`config.mk`:
```
export PLATFORM = sky130hd
export DESIGN_NAME = fastram_sequencer
export DESIGN_NICKNAME = d
export VERILOG_FILES = /design/src/rtl/ramctl_pkg.sv /design/src/rtl/refresh_timer.sv /design/src/rtl/fastram_sequencer.sv
export SDC_FILE = /design/constraint.sdc
export NUM_CORES = 1
export LEC_CHECK = 0
export BUFFER_PORTS_ARGS = -buffer_cell sky130_fd_sc_hd__buf_2
export CAP_MARGIN = 25
export CORE_MARGIN = 1
export CORE_UTILIZATION = 24
export DETAILED_ROUTE_END_ITERATION = 16
export GPL_ROUTABILITY_DRIVEN = 1
export SYNTH_ARGS = -nofsm -noshare
export SYNTH_HDL_FRONTEND = slang
export SYNTH_SLANG_ARGS = --single-unit
```
`constraint.sdc`:
```
create_clock -name CLKCPU -period 1.68 [get_ports CLKCPU]
set_clock_uncertainty 0.1 [all_clocks]
set_input_delay 0 -clock CLKCPU [delete_from_list [all_inputs] [get_ports CLKCPU]]
set_output_delay 0 -clock CLKCPU [all_outputs]
set_load 0.01 [all_outputs]
```
`src/rtl/ramctl_pkg.sv`:
```
// Shared constants and helpers for the fast RAM sequencer.
package ramctl_pkg;

  // Default timing, in CLKCPU cycles
  localparam int unsigned DEF_REFRESH_INTERVAL = 220;
  localparam int unsigned DEF_PRECHARGE_CYCLES = 2;
  localparam int unsigned DEF_REF_RAS_CYCLES   = 2;

  // Sequencer states
  localparam logic [2:0] IDLE  = 3'd0;
  localparam logic [2:0] ROW   = 3'd1;
  localparam logic [2:0] COL   = 3'd2;
  localparam logic [2:0] ACK   = 3'd3;
  localparam logic [2:0] PRE   = 3'd4;
  localparam logic [2:0] RCAS  = 3'd5;
  localparam logic [2:0] RRAS  = 3'd6;
  localparam logic [2:0] RHOLD = 3'd7;

  // Active-low CAS lane mask. Reads enable every lane; writes enable byte
  // offsets a_lo..min(3, a_lo+n-1), offset k mapping to CAS[3-k].
  function automatic logic [3:0] cas_lanes(input logic [1:0] siz, input logic [1:0] a_lo,
                                           input logic rw);
    logic [3:0] m;
    int         n;
    m = 4'b1111;
    if (rw) begin
      m = 4'b0000;
    end else begin
      n = (siz == 2'b00) ? 4 : int'(siz);
      for (int k = 0; k < 4; k++) begin
        if (k >= int'(a_lo) && k < int'(a_lo) + n) m[2'(3 - k)] = 1'b0;
      end
    end
    return m;
  endfunction

endpackage

```
`src/rtl/refresh_timer.sv`:
```
// Refresh interval timer with a saturating count of outstanding refreshes.
module refresh_timer
  import ramctl_pkg::*;
#(
  parameter int unsigned REFRESH_INTERVAL = DEF_REFRESH_INTERVAL
) (
  input  logic CLKCPU,
  input  logic RESET,
  input  logic tick_dec,
  output logic pending_nz
);

  localparam int unsigned TW = (REFRESH_INTERVAL > 1) ? $clog2(REFRESH_INTERVAL) : 1;
  localparam logic [TW-1:0] RELOAD = TW'(REFRESH_INTERVAL - 1);

  logic [TW-1:0] tmr_q;
  logic [1:0]    pend_q, pend_d;
  logic          expire;

  assign expire     = (tmr_q == '0);
  assign pending_nz = (pend_q != 2'd0);

  // Saturating pending count; simultaneous expiry and service cancel out
  always_comb begin
    pend_d = pend_q;
    if (expire && !tick_dec && pend_q != 2'd3) begin
      pend_d = pend_q + 2'd1;
    end else if (tick_dec && !expire && pend_q != 2'd0) begin
      pend_d = pend_q - 2'd1;
    end
  end

  // Down-counter and pending count state
  always_ff @(posedge CLKCPU) begin
    if (!RESET) begin
      tmr_q  <= RELOAD;
      pend_q <= 2'd0;
    end else begin
      tmr_q  <= expire ? RELOAD : tmr_q - TW'(1);
      pend_q <= pend_d;
    end
  end

endmodule

```
`src/rtl/fastram_sequencer.sv`:
```
// Fast RAM DRAM cycle sequencer: arbitrates refresh against CPU accesses and
// drives registered RAS/CAS/mux/OE/ready strobes.
module fastram_sequencer
  import ramctl_pkg::*;
#(
  parameter int unsigned REFRESH_INTERVAL = DEF_REFRESH_INTERVAL,
  parameter int unsigned PRECHARGE_CYCLES = DEF_PRECHARGE_CYCLES,
  parameter int unsigned REF_RAS_CYCLES   = DEF_REF_RAS_CYCLES
) (
  input  logic       CLKCPU,
  input  logic       RESET,
  input  logic       AS20,
  input  logic       RW20,
  input  logic [1:0] SIZ,
  input  logic [1:0] A_LO,
  input  logic       RAM_SEL,
  input  logic       BANK,
  output logic [1:0] RAS,
  output logic [3:0] CAS,
  output logic       RAM_MUX,
  output logic       RAMOE,
  output logic       RAM_READY,
  output logic       REF_BUSY
);

  localparam logic [7:0] PRE_LOAD = 8'(PRECHARGE_CYCLES - 1);
  localparam logic [7:0] RAS_LOAD = 8'(REF_RAS_CYCLES - 1);

  logic [2:0] state_q, state_d;
  logic [7:0] cnt_q, cnt_d;
  logic       ref_q, ref_d;
  logic       bank_q, bank_d, rw_q, rw_d;
  logic [1:0] siz_q, siz_d, alo_q, alo_d;
  logic       pending_nz, tick_dec;

  logic [1:0] ras_d;
  logic [3:0] cas_d;
  logic       mux_d, oe_d, rdy_d, busy_d;

  // Pending count is serviced as the refresh leaves RCAS for RRAS
  assign tick_dec = (state_q == RCAS);

  refresh_timer #(
    .REFRESH_INTERVAL(REFRESH_INTERVAL)
  ) u_refresh_timer (
    .CLKCPU    (CLKCPU),
    .RESET     (RESET),
    .tick_dec  (tick_dec),
    .pending_nz(pending_nz)
  );

  // Next-state: refresh wins over the CPU at IDLE; shared counter times PRE and RAS hold
  always_comb begin
    state_d = state_q;
    cnt_d   = cnt_q;
    ref_d   = ref_q;
    bank_d  = bank_q;
    rw_d    = rw_q;
    siz_d   = siz_q;
    alo_d   = alo_q;
    case (state_q)
      IDLE: begin
        if (pending_nz) begin
          state_d = RCAS;
          ref_d   = 1'b1;
        end else if (!AS20 && RAM_SEL) begin
          state_d = ROW;
          bank_d  = BANK;
          rw_d    = RW20;
          siz_d   = SIZ;
          alo_d   = A_LO;
        end
      end
      ROW, COL, ACK: begin
        if (AS20) begin
          state_d = PRE;
          cnt_d   = PRE_LOAD;
        end else if (state_q == ROW) begin
          state_d = COL;
        end else begin
          state_d = ACK;
        end
      end
      PRE: begin
        if (cnt_q == 8'd0) begin
          state_d = IDLE;
          ref_d   = 1'b0;
        end else begin
          cnt_d = cnt_q - 8'd1;
        end
      end
      RCAS: begin
        state_d = RRAS;
        cnt_d   = RAS_LOAD;
      end
      RRAS, RHOLD: begin
        if (cnt_q == 8'd0) begin
          state_d = PRE;
          cnt_d   = PRE_LOAD;
        end else begin
          state_d = RHOLD;
          cnt_d   = cnt_q - 8'd1;
        end
      end
      default: state_d = IDLE;
    endcase
  end

  // Output decode from the current state, registered below
  always_comb begin
    ras_d  = 2'b11;
    cas_d  = 4'b1111;
    mux_d  = 1'b0;
    oe_d   = 1'b1;
    rdy_d  = 1'b1;
    busy_d = 1'b0;
    case (state_q)
      ROW: ras_d[bank_q] = 1'b0;
      COL, ACK: begin
        ras_d[bank_q] = 1'b0;
        mux_d         = 1'b1;
        cas_d         = cas_lanes(siz_q, alo_q, rw_q);
        oe_d          = ~rw_q;
        rdy_d         = (state_q != ACK);
      end
      PRE:  busy_d = ref_q;
      RCAS: begin
        cas_d  = 4'b0000;
        busy_d = 1'b1;
      end
      RRAS, RHOLD: begin
        ras_d  = 2'b00;
        cas_d  = 4'b0000;
        busy_d = 1'b1;
      end
      default: ;
    endcase
  end

  // Sequencer state and registered DRAM control outputs
  always_ff @(posedge CLKCPU) begin
    if (!RESET) begin
      state_q   <= IDLE;
      cnt_q     <= 8'd0;
      ref_q     <= 1'b0;
      bank_q    <= 1'b0;
      rw_q      <= 1'b1;
      siz_q     <= 2'b00;
      alo_q     <= 2'b00;
      RAS       <= 2'b11;
      CAS       <= 4'b1111;
      RAM_MUX   <= 1'b0;
      RAMOE     <= 1'b1;
      RAM_READY <= 1'b1;
      REF_BUSY  <= 1'b0;
    end else begin
      state_q   <= state_d;
      cnt_q     <= cnt_d;
      ref_q     <= ref_d;
      bank_q    <= bank_d;
      rw_q      <= rw_d;
      siz_q     <= siz_d;
      alo_q     <= alo_d;
      RAS       <= ras_d;
      CAS       <= cas_d;
      RAM_MUX   <= mux_d;
      RAMOE     <= oe_d;
      RAM_READY <= rdy_d;
      REF_BUSY  <= busy_d;
    end
  end

endmodule

```
* Yosys cells after proc, flatten, opt, wreduce, memory -nomap -nowiden
Cells that the tools add are included.
Widths: inputs -> output; s select.
** Cells by class
- Add/subtract/negate cells :: 5
- Magnitude comparators :: 5
- Eq/ne operators :: 14
- Multiplexer cells :: 27
- Bitwise gates (word level) :: 4
- Reduce and logical (&&, ||, !) cells :: 28
** Operators with widths (count)
- $lt 3x32->1 const A :: 1
- $pmux 8 s4 :: 1
- $mux 8 :: 3
- $logic_not 8->1 :: 2
- $sub 8x1->8 const B :: 2
- $mux 3 :: 5
- $pmux 3 s5 :: 1
- $eq 3x3->1 const B :: 4
- $mux 2 :: 5
- $reduce_and 3->1 :: 3
- $ne 2x2->1 const B :: 4
- $pmux 4 s2 :: 1
- $logic_and 1x1->1 :: 7
- $mux 1 :: 7
- $eq 3x2->1 const B :: 2
- $reduce_bool 2->1 :: 3
- $reduce_or 2->1 :: 3
- $reduce_or 3->1 :: 2
- $add 2x3->4 :: 1
- $lt 2x4->1 const A :: 1
- $pmux 1 s2 :: 2
- $pmux 2 s2 :: 1
- $reduce_and 2->1 :: 2
- $reduce_bool 4->1 :: 1
- other kinds (15) :: 19
** Storage, ports and cells
- Register bits after elaboration :: 38
- Input port bits :: 10
- Output and inout port bits :: 10
- Logic and storage cells :: 98

* Logic depth before layout (Yosys ltp)
Gate-level depths: netlist (run 1).
- Depth in word-level cells :: 8
- Gate-level depth with buffers :: 7
- Gate-level depth less buffers :: 6

* By module
A second synthesis (run 1) with hierarchy kept.
** Unflattened totals
- Cells, all modules :: 190
- Area, all modules :: 1745.4 µm²
** By module, submodules not included
- fastram_sequencer :: times used 1, cells an instance 134, area each 1255.0 µm², sequential area each 540.5 µm²
- refresh_timer :: times used 1, cells an instance 56, area each 490.5 µm², sequential area each 200.2 µm²

* Worst setup path before layout (run 1)
No wires, ideal clock.
- Path kind :: flip-flop to flip-flop
- From :: reg siz_q[0]
- To :: reg CAS[1]
- Library setup time :: 127 ps
- Arrival :: 1597 ps
- Required time :: 1453 ps
- Slack :: -144 ps
- Stages on the path, launching flop included :: 8
- Path buffers :: 1
- Period minus slack after synthesis :: 1824 ps
- Path through :: dfxtp_1 > clkbuf_1 > ha_1 > fa_1 > nor3b_1 > a21oi_1 > a2111oi_0 > or3_1
** Between the ends
- Word-level cells in the longest chain between the ends :: 8
** RTL lines
- start, declared :: line fastram_sequencer.sv:33 : logic [1:0] siz_q, siz_d, alo_q, alo_d;
- start signal, assigned :: line fastram_sequencer.sv:162 : siz_q <= siz_d;
- $logic_not 2->1 :: line ramctl_pkg.sv:29 : n = (siz == 2'b00) ? 4 : int'(siz);
- $mux 3 * :: line ramctl_pkg.sv:29
- $add 2x3->4 * :: line ramctl_pkg.sv:31 : if (k >= int'(a_lo) && k < int'(a_lo) + n) m[2'(3 - k)] = 1'b0;
- $lt 3x32->1 * :: line ramctl_pkg.sv:31
- $logic_and 1x1->1 * :: line ramctl_pkg.sv:31
- $mux 1 * :: line ramctl_pkg.sv:31
- $mux 2 * :: line ramctl_pkg.sv:26 : if (rw) begin
- $pmux 4 s2 * :: line fastram_sequencer.sv:117 : case (state_q)
- end signal, assigned :: line fastram_sequencer.sv:165 : CAS <= cas_d;
- end, declared :: line fastram_sequencer.sv:19 : output logic [3:0] CAS,
Every way passes the cells marked *; elsewhere a longest branch is shown, timed or not.
A chain may end at the register's enable or synchronous reset.

* Worst setup path after layout (run 1)
- From :: reg state_q[0]
- To :: reg alo_q[1]
** Between the ends
- Word-level cells in the longest chain between the ends :: 2
** RTL lines
- start, declared :: line fastram_sequencer.sv:29 : logic [2:0] state_q, state_d;
- start signal, assigned :: line fastram_sequencer.sv:157 : state_q <= state_d;
- $logic_not 3->1 :: line fastram_sequencer.sv:61 : case (state_q)
- $reduce_and 3->1 (no line)
- end signal, assigned :: line fastram_sequencer.sv:163 : alo_q <= alo_d;
- end, declared :: line fastram_sequencer.sv:33
No other way between the ends.

==> run metrics, run 1 <==
outcome=finished, violations left; failing checks=setup timing; Final Hold Viols=0; Clock Sinks=37; CP Launch Type=register; top-area cell type share of the netlist area=about two fifths; Yosys cell types=49; # setup viols final=7; Vert. Die Dim=88.37 um; number of synthesized flops with an enable pin=0; DRT iter0 DRCs=64; layout cell share with drive strength beyond 1=about 33%; # port buffers=19; Async SR Flop Fraction=0%; CP Cell Sequence=or4_4, or4_4, mux2i_1, nor2_1; Cell Area, Synth=roughly 1800 um2; Final Cycle Share=107.4%; Leakage Power=slightly above 1 nW; FILL cells=roughly 740; core area=7214 um2; drt pass-1 iters=4; GR Overflow Total=0; XOR/XNOR share of the synthesized area=1.468%; Worst Tran Pin Value=approximately 0.48 ns; Max-cap violations=0; Initial Utilization=approximately a quarter; R2R cell count=4; worst rel slew slack=about two thirds; Layout area overhead=42.07%; Worst-Skew Late Latency=0.29 ns; R2R Setup Slk=-0.12 ns; Finished Layout Cells=363; Yosys warning count=0; post-route ant nets=0; FF+latch count, synth=37; Tot GR Track Use=between 10% and 20%; die area=roughly 7800 um2; CP endpoint kind=register; Final GP Congestion=between 0.7 and 0.8; Die X-Extent=approximately 88 um; routed via count=roughly 1600; first-pass GRT wire length=between 6000 and 7000 um; Post-Synth Simple-Gate Area=25.44%; ANT cells=0; Critical Path RT=roughly 1.8 ns; post-synthesis compound-gate area fraction=between 10% and 20%; FMAX=554.5 MHz; unrepaired setup endpoints after global routing=yes; WL per Instance=11.47 um; Worst Hold Slack=0.02038 ns; # H-tree levels=2; num rows=31; Crit Path Class=reg -> reg; Syn Nets=226; Syn Area/Cell=around 8.5 um2; cell taking the most area after synthesis=dfxtp_1; Seq/Total Area, Yosys=41.37%; DRC viols=0; Clk pin slew, worst setup/hold paths=approximately 0.08 ns; Nets=roughly 280; Top FF cell, synth=dfxtp_1; Worst Path Max Fanout=6; Clock Path Buffers=2; Post-Route WL=between 4000 and 5000 um; total power=roughly 0.004 W; vias in the first global route=1464; Worst path max stage delay=between 0.5 and 0.6 ns; worst flop-to-flop path startpoint=state_q[0]; most frequent CP cell=or4_4; CTS Buf Count=5; via-per-instance ratio=4.529; fin. max-slew vios=0; Placed Instances=347; Hold/Removal Path Class=in -> reg; reg2reg end=alo_q[1]; Post-Synth Adder-Cell Area=about 4.6%; largest net degree at the start of global routing=15; clock root cell=clkbuf_8; clock period minus worst slack=roughly 1.8 ns; top cells by instance count after synthesis=37 x dfxtp_1, 18 x nor2_1, 15 x a21oi_1, 15 x nand2_1, 14 x nand3_1; end point of the critical path=alo_q[1]; ranking of synthesized cells by area=dfxtp_1 41%, a21oi_1 4.2%, mux2i_1 3.9%, nand3_1 3.9%, nor2_1 3.8%; placed inst area=roughly 2200 um2; Cells after Synth=210; final setup margin=-0.1236 ns; Final Instance Area=around 2500 um2; HPWL Detailed=2857 um; initial antenna violation count=0; peak supply drop=483.6 uV; CTS tree=done; Boundary Pins=20; post-synthesis mux area share=under 10%; Pwr per Cell Area=between 1500 and 2000 nW/um2; CP max stage cell=or4_4; largest family of logic cells by synthesized area=simple AND/OR/NAND/NOR gates; Worst Path Arrival=~1.9 ns; Setup crit start=state_q[0]; most common cell in the netlist=dfxtp_1
## per-stage QoR
stage,utilization [%],worst slack [ns],TNS [ns]
2_1_floorplan,-,-0.1110,-0.7148
3_3_place_gp,30.51,-0.08784,-0.7144
3_5_place_dp,30.51,-0.1142,-1.131
4_1_cts,33.98,-0.1272,-0.7419
5_1_grt,35.26,-0.1763,-1.142
6_report,35.26,-0.1236,-0.7605
## how the worst min path moves through the flow
stage / startpoint / slack (ns) / to / depth (start not counted)
floorplan: RW20 / 0.03 / rw_q / 2
global placement: RW20 / 0.12 / rw_q / 3
detailed placement: RW20 / 0.13 / rw_q / 3
CTS: AS20 / 0.02 / state_q[2] / 3
global route: AS20 / 0.04 / state_q[2] / 3
finish: AS20 / 0.02 / state_q[2] / 3
## routing by layer
layer	wire (um)	GRT usage, %
met1	2102	15.37
met2	1874	16.85
met3	133	3.358
met4	53	4.399
met5	0	0
## report_power, final
part | internal [W] | switching [W]
Clock | 0.000483 | 0.000337
Sequential | 0.00104 | 0.000179
Combinational | 0.00103 | 0.00103
Total | 0.00255 | 0.00154
## cell type report
type | count | area [um2] | share of cell area (%)
clock buffer | 6 | 82.58 | 3.246
clock inverter | 2 | 37.54 | 1.476
inverter | 9 | 33.78 | 1.328
multi-input combinational | 153 | 1105 | 43.43
sequential | 37 | 747.0 | 29.37
tap | 99 | 123.9 | 4.870
timing repair buffer | 57 | 414.1 | 16.28
## critical path, delay by kind of cell (launching register included)
family / cells / cell delay, ns
mux: 1 / 0.19
flops: 1 / 0.31
simple gates: 3 / 1.08
## sequential cells by signal, summed over array words and instances (netlist names)
signal                  cells
RAMOE                       1
ref_q                       1
state_q                     3
siz_q                       2
alo_q                       2
cnt_q                       8
u_refresh_timer.pend_q      2
RAM_MUX                     1
REF_BUSY                    1
rw_q                        1
RAM_READY                   1
bank_q                      1
u_refresh_timer.tmr_q       8
CAS                         3
RAS                         2
## layout by cell type, fill, tap and decap left out, types with 2 or more instances in the layout
cell | synthesis | routed
clkbuf_8 | 0 | 6
nand2_1 | 15 | 15
inv_1 | 9 | 7
xnor2_1 | 3 | 3
or2_2 | 2 | 2
buf_2 | 1 | 19
o31ai_1 | 2 | 2
a21oi_1 | 15 | 13
o21a_1 | 2 | 2
ha_1 | 5 | 3
a21oi_4 | 0 | 2
or3_1 | 4 | 4
nand3_1 | 14 | 14
o21ai_0 | 11 | 9
inv_2 | 0 | 2
a21o_1 | 4 | 4
or4_4 | 2 | 3
nor3_1 | 9 | 9
dfxtp_2 | 0 | 5
nor3b_4 | 0 | 2
o211ai_1 | 3 | 3
and2_1 | 3 | 3
mux2i_1 | 7 | 7
dlygate4sd3_1 | 0 | 7
o22ai_1 | 2 | 2
dfxtp_1 | 37 | 32
nor2_1 | 18 | 18
nand3b_1 | 2 | 2
a31oi_1 | 2 | 2
buf_4 | 1 | 29
## logic make-up (layout without fill, tap and decap cells)
family,count (synthesis),count (layout)
buffers and inverters,20,74
DFF,37,37
adders and majority gates,6,6
AOI/OAI and AO/OA,52,52
xor gates and xnor gates,3,3
muxes,7,7
and+or+nand+nor,85,85
## timing repair
item                                    in CTS  in global routing
pin swaps                                    2                 10
endpoints found under the setup margin      18                 21
gates resized for setup                     13                 20
hold endpoints to repair                     8                  0
hold buffers                                 7                  0
buffers inserted                             0                  2
(Power assumes the default switching activity.)
==> run 2: changes to the inputs <==
- CORE_MARGIN: 1 -> 2
- clock period: 1.68 -> 2.24 ns (I/O delays scaled with it)
==> run metrics, run 2 (synthesis results as in run 1) <==
Post-CTS Setup Inserts=0; Hold/Removal Path Class=in -> reg; Crit Path Class=reg -> reg; first-pass GRT wire length=just over 6000 um; worst rel slew slack=67.19%; fin. max-slew vios=0; routed via count=roughly 1600; Initial Utilization=24.69%; Layout area overhead=21.10%; hold path start=AS20; via-per-instance ratio=around 4.7; CP max stage cell=nor3b_1; Final Hold Viols=0; Final GP Congestion=0.7936; unrepaired setup endpoints after global routing=no; Vert. Die Dim=90.37 um; CP Launch Type=register; CTS tree=done; Post-CTS Resized=0; end point of the worst hold path=state_q[1]; core area=7253 um2; outcome=completed; Worst Tran Pin Value=just under 0.5 ns; highest-count cells in the layout ignoring fill and taps=37 x dfxtp_1, 19 x buf_2, 18 x nor2_1; Worst Path Arrival=between 1.5 and 2 ns; delay-heaviest family, CP=compound AO/OA/AOI/OAI gates; Nets=255; Worst-Skew Late Latency=just under 0.3 ns; peak supply drop=259.9 uV; FMAX=525.1 MHz; DRT iter0 DRCs=122; Setup crit start=cnt_q[0]; worst flop-to-flop path startpoint=cnt_q[0]; Placed Instances=approximately 320; Final Cycle Share=approximately 85%; # setup viols final=0; drt pass-1 iters=4; die area=between 8000 and 9000 um2; R2R cell count=7; Worst Path Max Fanout=6; leading cell type in the layout, fill and taps excluded=dfxtp_1; Clk pin slew, worst setup/hold paths=about 0.070 ns; GR Overflow Total=0; num rows=31; Critical Path RT=~2.3 ns; Die X-Extent=between 90 and 100 um; clock period minus worst slack=1.905 ns; Post-Route WL=between 3000 and 4000 um; reg2reg end=cnt_q[7]; largest net degree at the start of global routing=19; initial antenna violation count=0; layout cell share with drive strength beyond 1=16.74%; Tot GR Track Use=9.203%; R2R Setup Slk=~0.34 ns; CP endpoint kind=register; Worst path max stage delay=around 0.41 ns; Clock Sinks=37; WL per Instance=~11 um; Pwr per Cell Area=between 1000 and 1500 nW/um2; Leakage Power=roughly 0.86 nW; Fin Setup TNS=0 ns; Hold Path Depth=4; CP bufs+invs=2; post-route ant nets=0; ANT cells=0; DRC viols=0; CP Cell Sequence=inv_1, ha_1, nor3b_1, a211oi_1, o21ai_0, buf_4, a21oi_1; clock root cell=clkbuf_8; # port buffers=19; Clock Path Buffers=2; HPWL Detailed=2742 um; Boundary Pins=20; CTS Buf Count=5; vias in the first global route=between 1000 and 1500; # H-tree levels=2; hold_buf cts=7; biggest regs=cnt_q (8), u_refresh_timer.tmr_q (8); Finished Layout Cells=~340; Max-cap violations=0
[run 2: changes by cell type in the layout (fill, tap and decap cells not counted), moves of 3 or more]
cell / previous run / this run
dfxtp_1: 32 / 37
buf_4: 29 / 7
dfxtp_2: 5 / 0
nor3b_1: 0 / 3
[run 2: cell type report]
class,instances,area [um2]
clock inverter,1,7.507
clock buffer,6,82.58
multi-input combinational,153,962.2
tap,99,123.9
fill,780,5085
timing repair buffer,33,217.7
inverter,9,33.78
sequential,37,740.7
[run 2: metrics by stage]
step	hold WS [ns]	util [%]	instance area, um2	setup WS, ns	power, W
after floorplan	0.02511	-	1790	0.4160	0.001666
after global placement	0.1278	27.69	2008	0.3888	0.001936
after detailed placement	0.1351	27.69	2008	0.3716	0.001949
after CTS	0.02779	29.89	2168	0.3482	0.002437
after global routing	0.06823	29.89	2168	0.1691	0.002589
final	0.04826	29.89	2168	0.3355	0.002423
[run 2: per-layer routing]
layer	share of wire, %	wire [um]	global-route usage, %	vias up
li1	-	-	-	812
met1	49	1848	11.93	719
met2	45	1687	14.60	34
met3	3.5	131	1.753	7
met4	2.0	76	4.615	0
met5	0	0	0	-
[run 2: worst max path at each step]
stage,depth (start not counted),end
floorplan,7,CAS[1]
global placement,6,CAS[1]
global route,7,cnt_q[5]
finish,7,cnt_q[7]
CTS,6,cnt_q[2]
detailed placement,7,cnt_q[4]
[run 2: worst reg2reg max path: stages, from the launching register on]
cell,delay [ns]
dfxtp_1,0.35
inv_1,0.10
ha_1,0.17
nor3b_1,0.41
a211oi_1,0.19
o21ai_0,0.27
buf_4,0.18
a21oi_1,0.04
[run 2: power by group]
| part | total [W] | switching (W) | internal (W) |
|---|---|---|---|
| Clock | 0.000466 | 0.000223 | 0.000243 |
| Combinational | 0.00106 | 0.000592 | 0.000463 |
| Sequential | 0.000902 | 0.000124 | 0.000778 |
==> run 3: changes to the inputs <==
- SETUP_SLACK_MARGIN: not set -> 0.4
- clock period: 2.24 -> 2.4 ns (I/O delays scaled with it)
==> run metrics, run 3 (synthesis results as in run 1) <==
Pwr per Cell Area=1064 nW/um2; CTS tree=done; num rows=31; HPWL Detailed=~2700 um; Worst Path Max Fanout=3; CP Cell Sequence=ha_1, fa_1, nor3b_1, a21oi_1, a2111oi_0, or3_1; Initial Utilization=around a quarter; vias in the first global route=approximately 1500; clock root cell=clkbuf_8; DRC viols=0; WL per Instance=between 10 and 15 um; worst rel slew slack=roughly two thirds; Fin Setup TNS=0 ns; worst slack, placed=0.4671 ns; Max-cap violations=0; Vert. Die Dim=between 90 and 100 um; outcome=completed; highest-count cells in the layout ignoring fill and taps=35 x dfxtp_1, 19 x buf_2, 18 x nor2_1; first-pass GRT wire length=6796 um; drt pass-1 iters=4; largest net degree at the start of global routing=19; CP bufs+invs=0; # port buffers=19; DRT iter0 DRCs=114; Setup crit start=alo_q[0]; final setup margin=0.4743 ns; CP max stage cell=fa_1; clock period minus worst slack=about 1.9 ns; worst flop-to-flop path startpoint=alo_q[0]; Layout area overhead=20.96%; Worst Tran Pin Value=about 0.48 ns; Hold/Removal Path Class=in -> reg; Die X-Extent=90.37 um; FMAX=between 500 and 600 MHz; Critical Path RT=about 2.5 ns; Post-Route WL=between 3000 and 4000 um; Leakage Power=~0.85 nW; biggest regs=cnt_q (8), u_refresh_timer.tmr_q (8); Final Hold Viols=0; peak supply drop=about 330 uV; CP endpoint kind=register; core area=between 7000 and 8000 um2; delay-heaviest family, CP=adder cells; # H-tree levels=2; via-per-instance ratio=about 4.7; Worst path max stage delay=roughly 0.39 ns; ANT cells=0; routed via count=~1600; Tot GR Track Use=between 10% and 20%; Worst-Skew Late Latency=slightly below 0.3 ns; Final GP Congestion=roughly 0.82; leading cell type in the layout, fill and taps excluded=dfxtp_1; total power=about 0.0023 W; layout cell share with drive strength beyond 1=17.80%; post-route ant nets=0; fin. max-slew vios=0; Final Cycle Share=about four fifths; Clock Sinks=37; CTS Buf Count=5; # setup viols final=0; GR Overflow Total=0; CP Launch Type=register; R2R Setup Slk=about 0.47 ns; Boundary Pins=20; Worst Path Arrival=~2.0 ns; Clock Path Buffers=2; Crit Path Class=reg -> reg; Nets=251; hold path start=AS20; initial antenna violation count=0; unrepaired setup endpoints after global routing=yes; die area=between 8000 and 9000 um2; Clk pin slew, worst setup/hold paths=about 0.07 ns
[run 3: path summary, 6_finish.rpt]
path | depth (start not counted) | endpoint
worst min-delay path | 4 | state_q[1]
worst max register to register | 6 | CAS[1]
worst max-delay path | 6 | CAS[1]
worst min register to register | 1 | RAMOE
[run 3: metal layers]
| layer | track usage, % | share of wire, % | vias to the layer above |
|---|---|---|---|
| met1 | 12.97 | 49 | 716 |
| li1 | - | - | 805 |
| met2 | 16.29 | 45 | 34 |
| met3 | 2.504 | 3.3 | 9 |
| met4 | 4.231 | 2.1 | 0 |
| met5 | 0 | 0 | - |
[run 3: timing repair]
action | CTS | global route
buffers inserted | 0 | 0
endpoints found under the setup margin | 0 | 14
resized for setup | 0 | 5
hold buffers | 7 | 0
hold endpoints to repair | 12 | 0
[run 3: cell type report]
type                       instances  area [um2]
timing repair buffer              29       187.7
multi-input combinational        153       975.9
sequential                        37       743.2
tap                               99       123.9
clock inverter                     1       5.005
inverter                           9       33.78
clock buffer                       7       96.34
fill                             772        5087
[run 3: metrics by stage]
step	hold slack (ns)	utilization [%]	cell area, um2	cells
6_report	0.03725	29.86	2166	335
3_5_place_dp	0.1182	27.27	1978	320
4_1_cts	0.03478	29.64	2150	335
5_1_grt	0.06029	29.86	2166	335
2_1_floorplan	0.02511	-	1790	210
3_3_place_gp	0.1213	27.27	1978	320
[run 3: tightest hold or removal path, cell delays in order]
cell	delay [ns]
buf_2	0.15
nor2_1	0.07
a21oi_1	0.11
nor3_1	0.05
[run 3: report_power, final]
group | internal (W) | leakage (nW) | switching, W
Sequential | 0.000728 | 0.302 | 0.000143
Clock | 0.000260 | 0.0542 | 0.000225
Combinational | 0.000416 | 0.497 | 0.000532
Total | 0.00140 | 0.853 | 0.000900
